--- src/rtl/riscy_pkg.sv ---
// Shared RV32 core definitions: load/store FSM states, funct3 encodings, byte-enable
// patterns and access-size helpers used by the load/store path.
package riscy_pkg;

  typedef enum logic [1:0] {
    IDLE = 2'd0,
    REQ  = 2'd1,
    DONE = 2'd2
  } lsu_state_t;

  typedef enum logic [1:0] {
    SZ_BYTE = 2'd0,
    SZ_HALF = 2'd1,
    SZ_WORD = 2'd2
  } lsu_size_t;

  localparam logic [2:0] F3_LB  = 3'b000;
  localparam logic [2:0] F3_LH  = 3'b001;
  localparam logic [2:0] F3_LW  = 3'b010;
  localparam logic [2:0] F3_LBU = 3'b100;
  localparam logic [2:0] F3_LHU = 3'b101;

  localparam logic [3:0] BE_BYTE = 4'b0001;
  localparam logic [3:0] BE_HALF = 4'b0011;
  localparam logic [3:0] BE_WORD = 4'b1111;

  // funct3[1] set means word, which also folds the undefined 011/11x codes into LW.
  function automatic lsu_size_t f3_size(input logic [2:0] f3);
    if (f3[1])      return SZ_WORD;
    else if (f3[0]) return SZ_HALF;
    else            return SZ_BYTE;
  endfunction

  function automatic logic is_misaligned(input lsu_size_t sz, input logic [1:0] off);
    case (sz)
      SZ_HALF: return off[0];
      SZ_WORD: return |off;
      default: return 1'b0;
    endcase
  endfunction

  // Lane offset after forcing the access onto its natural boundary.
  function automatic logic [1:0] natural_offset(input lsu_size_t sz, input logic [1:0] off);
    case (sz)
      SZ_HALF: return {off[1], 1'b0};
      SZ_WORD: return 2'b00;
      default: return off;
    endcase
  endfunction

  function automatic logic [3:0] byte_enables(input lsu_size_t sz, input logic [1:0] off);
    case (sz)
      SZ_HALF: return BE_HALF << {off[1], 1'b0};
      SZ_WORD: return BE_WORD;
      default: return BE_BYTE << off;
    endcase
  endfunction

endpackage

--- src/rtl/lsu_load_align.sv ---
// Combinational load aligner: selects the addressed lane of a read word and sign- or
// zero-extends it according to funct3. Shared by the uncached path and any later cache path.
module lsu_load_align
  import riscy_pkg::*;
#(
  parameter int BUS_WIDTH = 32
) (
  input  logic [BUS_WIDTH-1:0] rdata,
  input  logic [1:0]           offset,
  input  logic [2:0]           funct3,
  output logic [BUS_WIDTH-1:0] load_data
);

  logic [BUS_WIDTH-1:0] shifted;
  logic                 sign_en;

  always_comb begin
    // NOTE: every output of a combinational block gets a default first so no path infers a latch.
    shifted   = rdata >> {offset, 3'b000};
    sign_en   = ~funct3[2];
    load_data = shifted;
    case (f3_size(funct3))
      SZ_BYTE: load_data = {{(BUS_WIDTH-8){sign_en & shifted[7]}}, shifted[7:0]};
      SZ_HALF: load_data = {{(BUS_WIDTH-16){sign_en & shifted[15]}}, shifted[15:0]};
      default: load_data = shifted;
    endcase
  end

endmodule

--- src/rtl/load_store_unit.sv ---
// RV32 load/store unit: one access at a time to a single-port data memory over req/ack.
// Optional MISALIGN_TRAP_EN rejects misaligned half/word accesses and adds misalign_err.
module load_store_unit
  import riscy_pkg::*;
#(
  parameter int BUS_WIDTH  = 32,
  parameter int ADDR_WIDTH = 16
) (
  input  logic                  clk,
  input  logic                  reset,
  input  logic                  req_valid,
  input  logic                  is_store,
  input  logic [2:0]            funct3,
  input  logic [ADDR_WIDTH-1:0] addr,
  input  logic [BUS_WIDTH-1:0]  store_data,
  output logic                  stall,
  output logic                  load_valid,
  output logic [BUS_WIDTH-1:0]  load_data,
  output logic                  mem_req,
  output logic                  mem_we,
  output logic [ADDR_WIDTH-1:0] mem_addr,
  output logic [3:0]            mem_be,
  output logic [BUS_WIDTH-1:0]  mem_wdata,
  input  logic [BUS_WIDTH-1:0]  mem_rdata,
  input  logic                  mem_ack
`ifdef MISALIGN_TRAP_EN
  ,
  output logic                  misalign_err
`endif
);

  lsu_state_t           state;
  logic [2:0]           funct3_q;
  logic [1:0]           off_q;
  logic                 is_store_q;

  lsu_size_t            req_size;
  logic [1:0]           req_off;
  logic [3:0]           req_be;
  logic [BUS_WIDTH-1:0] req_wdata;
  logic                 issue;
  logic [BUS_WIDTH-1:0] align_data;

  // Request decode from the execute-stage operands, registered on acceptance.
  always_comb begin
    req_size  = f3_size(funct3);
    req_off   = natural_offset(req_size, addr[1:0]);
    req_be    = byte_enables(req_size, addr[1:0]);
    req_wdata = store_data;
    case (req_size)
      SZ_BYTE: req_wdata = {(BUS_WIDTH/8){store_data[7:0]}};
      SZ_HALF: req_wdata = {(BUS_WIDTH/16){store_data[15:0]}};
      default: req_wdata = store_data;
    endcase
  end

`ifdef MISALIGN_TRAP_EN
  logic trap;
  assign trap  = req_valid & is_misaligned(req_size, addr[1:0]);
  assign issue = req_valid & ~trap;
`else
  assign issue = req_valid;
`endif

  lsu_load_align #(
    .BUS_WIDTH(BUS_WIDTH)
  ) u_load_align (
    .rdata    (mem_rdata),
    .offset   (off_q),
    .funct3   (funct3_q),
    .load_data(align_data)
  );

  always_ff @(posedge clk) begin
    if (reset) begin
      // NOTE: state registers use non-blocking assignments so every flop samples pre-edge values.
      state      <= IDLE;
      funct3_q   <= '0;
      off_q      <= '0;
      is_store_q <= 1'b0;
      stall      <= 1'b0;
      load_valid <= 1'b0;
      load_data  <= '0;
      mem_req    <= 1'b0;
      mem_we     <= 1'b0;
      mem_addr   <= '0;
      mem_be     <= '0;
      mem_wdata  <= '0;
`ifdef MISALIGN_TRAP_EN
      misalign_err <= 1'b0;
`endif
    end else begin
      load_valid <= 1'b0;
`ifdef MISALIGN_TRAP_EN
      misalign_err <= trap;
`endif
      case (state)
        IDLE: begin
          if (issue) begin
            funct3_q   <= funct3;
            off_q      <= req_off;
            is_store_q <= is_store;
            mem_req    <= 1'b1;
            mem_we     <= is_store;
            mem_addr   <= {addr[ADDR_WIDTH-1:2], 2'b00};
            mem_be     <= req_be;
            mem_wdata  <= req_wdata;
            stall      <= 1'b1;
            state      <= REQ;
          end
        end
        REQ: begin
          // Extraction happens on the ack edge so load_valid lines up with the DONE cycle.
          if (mem_ack) begin
            mem_req    <= 1'b0;
            mem_we     <= 1'b0;
            mem_be     <= '0;
            stall      <= 1'b0;
            load_valid <= ~is_store_q;
            if (!is_store_q) load_data <= align_data;
            state      <= DONE;
          end
        end
        DONE:    state <= IDLE;
        default: state <= IDLE;
      endcase
    end
  end

endmodule
--- config.mk ---
export PLATFORM = sky130hd
export DESIGN_NAME = load_store_unit
export DESIGN_NICKNAME = d
export VERILOG_FILES = /design/src/rtl/riscy_pkg.sv /design/src/rtl/lsu_load_align.sv /design/src/rtl/load_store_unit.sv
export SDC_FILE = /design/constraint.sdc
export NUM_CORES = 1
export LEC_CHECK = 0
export ABC_AREA = 1
export CORE_MARGIN = 5
export CORE_UTILIZATION = 31
export CTS_CLUSTER_SIZE = 40
export DETAILED_ROUTE_END_ITERATION = 10
export SETUP_SLACK_MARGIN = 0.15
export SLEW_MARGIN = 15
export SYNTH_ARGS = -nofsm -noshare
export SYNTH_HDL_FRONTEND = slang
export SYNTH_SLANG_ARGS = --single-unit
--- constraint.sdc ---
create_clock -name clk -period 1.2 [get_ports clk]
set_input_delay 0.3 -clock clk [delete_from_list [all_inputs] [get_ports clk]]
set_output_delay 0.3 -clock clk [all_outputs]
set_load 0.01 [all_outputs]
* Word level (Yosys, flattened, before mapping) *
Index checks and enable logic that the tools add are counted.

cells by class
  $add $sub $neg = 0
  multiplexer cells = 19
  reductions and logical operators = 9
  bitwise logic cells = 6
  shift-type cells = 3
  equality and inequality tests = 6
  $mul = 0
  div/mod/pow operators = 0
  magnitude comparators = 0

operators by type and width
  cell                                                                number
  32-bit case mux with 2 select lines                                 2
  32-bit by 5-bit >> shifter with 32-bit output                       1
  4-bit case mux with 2 select lines                                  2
  2-bit two-way mux                                                   4
  4-bit two-way mux                                                   2
  2-bit case mux with 2 select lines                                  2
  2-bit by 1-bit == test with 1-bit output (second input constant)    3
  2-bit zero test                                                     3
  3-bit AND reduction                                                 2
  1-bit two-way mux                                                   5
  2-bit != test (second input constant)                               2
  1-bit NOT                                                           4
  1-bit case mux with 2 select lines                                  2
  2-bit AND reduction                                                 2
  1-bit by 2-bit left shift with 4-bit output (first input constant)  1
  2-bit by 2-bit left shift with 4-bit output (first input constant)  1
  3-bit OR reduction                                                  1
  1-bit bitwise AND                                                   2
  2-bit == test (second input constant)                               1
  2-bit nonzero test                                                  1

storage, ports and cells
  latch bits = 0
  input port bits = 88
  register bits after elaboration = 93
  RAM bits = 0
  output and inout port bits = 88
  memories = 0
  bits in read-only memories = 0

* Depth between registers and ports, before layout *
  depth in word-level cells = 6
  depth in mapped cells = 10

* Modules after synthesis *
A second synthesis with hierarchy kept.

unflattened totals
  cell total of the unflattened synthesis = 659
  area, all modules = 4,503.1 um^2

by module, submodules not included
  module           area each (um^2)  times used  cells each
  load_store_unit  3,659.8           1           486
  lsu_load_align   843.3             1           173

* Least setup slack after synthesis *
Ideal clock, no wire load.

  path type = reg2reg
  start = register state[1]
  end = register mem_wdata[29]
  path buffers = 2
  library setup time = 123 ps
  slack = 28 ps
  clock period less this slack = 1,172 ps
  arrival time = 1,049 ps
  cell stages (with the launch flop) = 9
  required time = 1,077 ps
  cells stage by stage = dfxtp_1 > nor2_2 > nand2_4 > inv_2 > buf_6 > buf_6 > nand3_1 > o21ai_1 > a21oi_2

on the way
  word-level cells in the longest chain between the ends = 2

ends and longest elaborated chain
  what                           RTL line                source
  start: declaration             load_store_unit.sv:32   lsu_state_t state;
  start signal: assignment       load_store_unit.sv:77   state <= IDLE;
  start signal: assignment       load_store_unit.sv:109  state <= REQ;
  start signal: assignment       load_store_unit.sv:121  state <= DONE;
  2-bit zero test                load_store_unit.sv:97   case (state)
  2-bit AND reduction (no line)  -
  end signal: assignment         load_store_unit.sv:107  mem_wdata <= req_wdata;
  end: declaration               load_store_unit.sv:23   output logic [BUS_WIDTH-1:0] mem_wdata,

Every way passes these cells.
A chain may end at the register's enable or synchronous reset.

* Worst setup path in the final report *
  start = register state[0]
  end = register load_data[13]

on the way
  word-level cells in the longest chain between the ends = 2

ends and longest elaborated chain
  what                                      RTL line                source
  2-bit by 1-bit == test with 1-bit output  load_store_unit.sv:97
  3-bit AND reduction (no line)             -
  end signal: assignment                    load_store_unit.sv:120  if (!is_store_q) load_data <= align_data;
  end: declaration                          load_store_unit.sv:18   output logic [BUS_WIDTH-1:0] load_data,

Every way passes these cells.

==> out/metrics.yaml <==
outcome: "finished, violations left"
violations: "setup timing"
clk_latency_ns: 0.35
combinationalPowerShare_pct: 33.5
place.gp.congestion: 0.872
cts-buffers-inserted: 9
syn2layout_area_growth_pct: 92.3
cts_num_sinks: 93
die_h_microns: 132
rrSetupSlack_ns: -0.1
fin_ws_ns: -0.0972
finalCritPeriodShare_pct: 108
core_area_sq_um: 14600
nets: 1002
startpoint_type: "register"
drv_slew: 0
placed_area_sq_um: 6930
rsz0062_at_grt: "true"
start_util_pct: 31.8
finalClockSkew_ns: 0.0109
dr.pass1.iters: 4
crit_fanout: 8
wl_microns: 18200
grt_pass1_wl_microns: 26700
place_ws_ns: -0.558
fin_hold_ws_ns: 0.367
r2r-end: "load_data[13]$_SDFFE_PP0P_"
final_area_sq_um: 8930
p_per_area_nw_per_um2: 1070
hold_viol_final: 0
worst_r2r_path_depth: 9
pin_count: 176
cp-startpoint: "state[0]$_SDFFE_PP0P_"
std_cell_rows: 44
synth_top_area_share_pct: 40.1
post-route-min-period_ns: 1.30
setup_violations: 74
grt_max_degree: 33
drt_iter0_drc: 400
path_class: "reg2reg"
fin_util_pct: 61.2
yosys.cell_types.count: 35
ant_nets: 0
yosys_warnings: 0
p_leak_nw: 3.89
yosys.area.top_type: "dfxtp_1"
crit_path_end: "load_data[13]$_SDFFE_PP0P_"
routed-via-count: 5357
ys_ff_latch: 93
die_area_sq_um: 17500
cts_tree: "yes"
cts_htree_levels: 3
insertedDiodeCount: 0
syn_inst: 658
ys_seq_area_share_pct: 40.1
port-buffer-count: 173
cts-root-buf: "clkbuf_16"
crit_required_ns: 1.50
clk_pin_slew_ns: 0.07
maxCapViolations: 0
synth_area_leaders: "dfxtp_1 (40%), nand2_1 (11%), nor2_1 (8.3%)"
p_sw_mw: 2.94
power_mw: 9.53
rr_startpoint: "state[0]$_SDFFE_PP0P_"
vias_per_cell: 4.86
pwr-share-seq_pct: 37.2
max_clock_freq_mhz: 771
grtUsageTotal_pct: 18.8
syn-cell-area_sq_um: 4640
hold_path_class: "in2reg"
antenna_found_initial: 1
avgSynthCellArea_sq_um: 7.06
fp.dieW_microns: 132
grt_pass1_vias: 5098
drive_gt1_share_pct: 51.8
end_kind: "register"
pwr-share-clk_pct: 29.3
drc: 0
internal-power_mw: 6.59
arrival_ns: 1.59
swShare_pct: 30.8
wl_per_cell_microns: 16.5
final_cell_mix: "nand2_1 (116), buf_6 (95), clkdlybuf4s50_1 (79)"
hpwl_microns: 11900
ir_drop_v: 0.000684
grt_overflow: 0
final_common_cell: "nand2_1"
clockBufferDepth: 2
-- cells in the mapped netlist --
cell	number
inv_1	42
o211ai_1	1
a21oi_2	9
nor2_1	103
o21ai_0	41
buf_1	1
inv_2	5
nor3_1	7
nand3_1	56
a31oi_2	1
nand3_2	11
dfxtp_1	93
buf_12	1
nand2_1	142
buf_4	9
nor2_8	1
buf_8	2
a211oi_1	1
inv_4	2
nand2_2	9
or2_1	1
conb_1	1
buf_2	10
nor2_2	1
a31oi_1	6
nand3_4	1
clkbuf_1	10
or2_2	1
a21oi_1	61
buf_6	12
clkbuf_2	1
o21ai_1	10
nor2_4	3
nand4_4	1
nand2_4	2
-- per-layer routing --
layer  up-vias  track usage [%]  wire length, microns
li1       2638                -                     -
met5         -                0                    13
met2       195             30.6                  8780
met1      2495             23.0                  7270
met4         2             5.15                   318
met3        27             7.82                  1810
-- kinds of logic (layout without fill, tap and decap cells) --
family	Yosys count	in the layout	share of synthesized area, %
simple gates	339	341	33.1
compound gates	130	130	15.2
buf+inv	95	353	11.6
flops	93	93	40.1
other cells	1	2	0.0808
-- power groups by stage --
stage / Sequential, mW / Combinational, mW / Clock, mW
final: 3.55 / 3.19 / 2.79
after detailed placement: 3.52 / 2.31 / 0
after floorplan: 3.60 / 1.05 / 0
after global placement: 3.52 / 2.31 / 0
after CTS: 3.56 / 2.78 / 2.86
after global routing: 3.58 / 3.41 / 3.01
-- critical path: stages, from the launching register on --
cell and delay [ns]:
dfxtp_4 0.37, inv_4 0.04, nor2_4 0.17, nand2_8 0.14
clkinv_8 0.13, buf_6 0.13, nor2_1 0.04, nor2_1 0.11
nand2_1 0.08, inv_1 0.05
-- metrics by stage --
step                      setup TNS (ns)  std cells
after global routing               -8.80       1103
final                              -2.83       1103
after floorplan                        0        659
after CTS                         -0.121       1069
after global placement            -35.15       1031
after detailed placement          -36.69       1031
-- how the worst min path moves through the flow --
stage | to | cells after the start | start
final | mem_wdata[26]$_SDFFE_PP0P_ | 3 | reset
after global routing | mem_wdata[26]$_SDFFE_PP0P_ | 3 | reset
after CTS | mem_wdata[27]$_SDFFE_PP0P_ | 3 | reset
after detailed placement | mem_we$_SDFFE_PP0P_ | 2 | mem_we$_SDFFE_PP0P_
after global placement | mem_wdata[17]$_SDFFE_PP0P_ | 2 | mem_wdata[17]$_SDFFE_PP0P_
after floorplan | mem_wdata[1]$_SDFFE_PP0P_ | 2 | store_data[1]
-- timing repair --
item,4_1_cts,5_1_grt
hold buffers,0,0
buffers inserted,14,23
gates resized for setup,648,105
cloned,8,11
pin swaps,19,54
endpoints found under the setup margin,177,178
-- state kept, by name, indices dropped and copies added, names as in the netlist, 2 cells and up --
name	cells
mem_wdata	32
mem_addr	14
state	2
off_q	2
funct3_q	3
load_data	32
mem_be	4
-- layout make-up --
type,count,area (sq um)
clock buffers,12,256
clock inverters,4,30.0
fillers,1267,5660
inverters,49,226
multi-input cells,473,2950
flip-flops and latches,93,2000
well taps,184,230
repair buffers,288,3240
(Power assumes the default switching activity.)
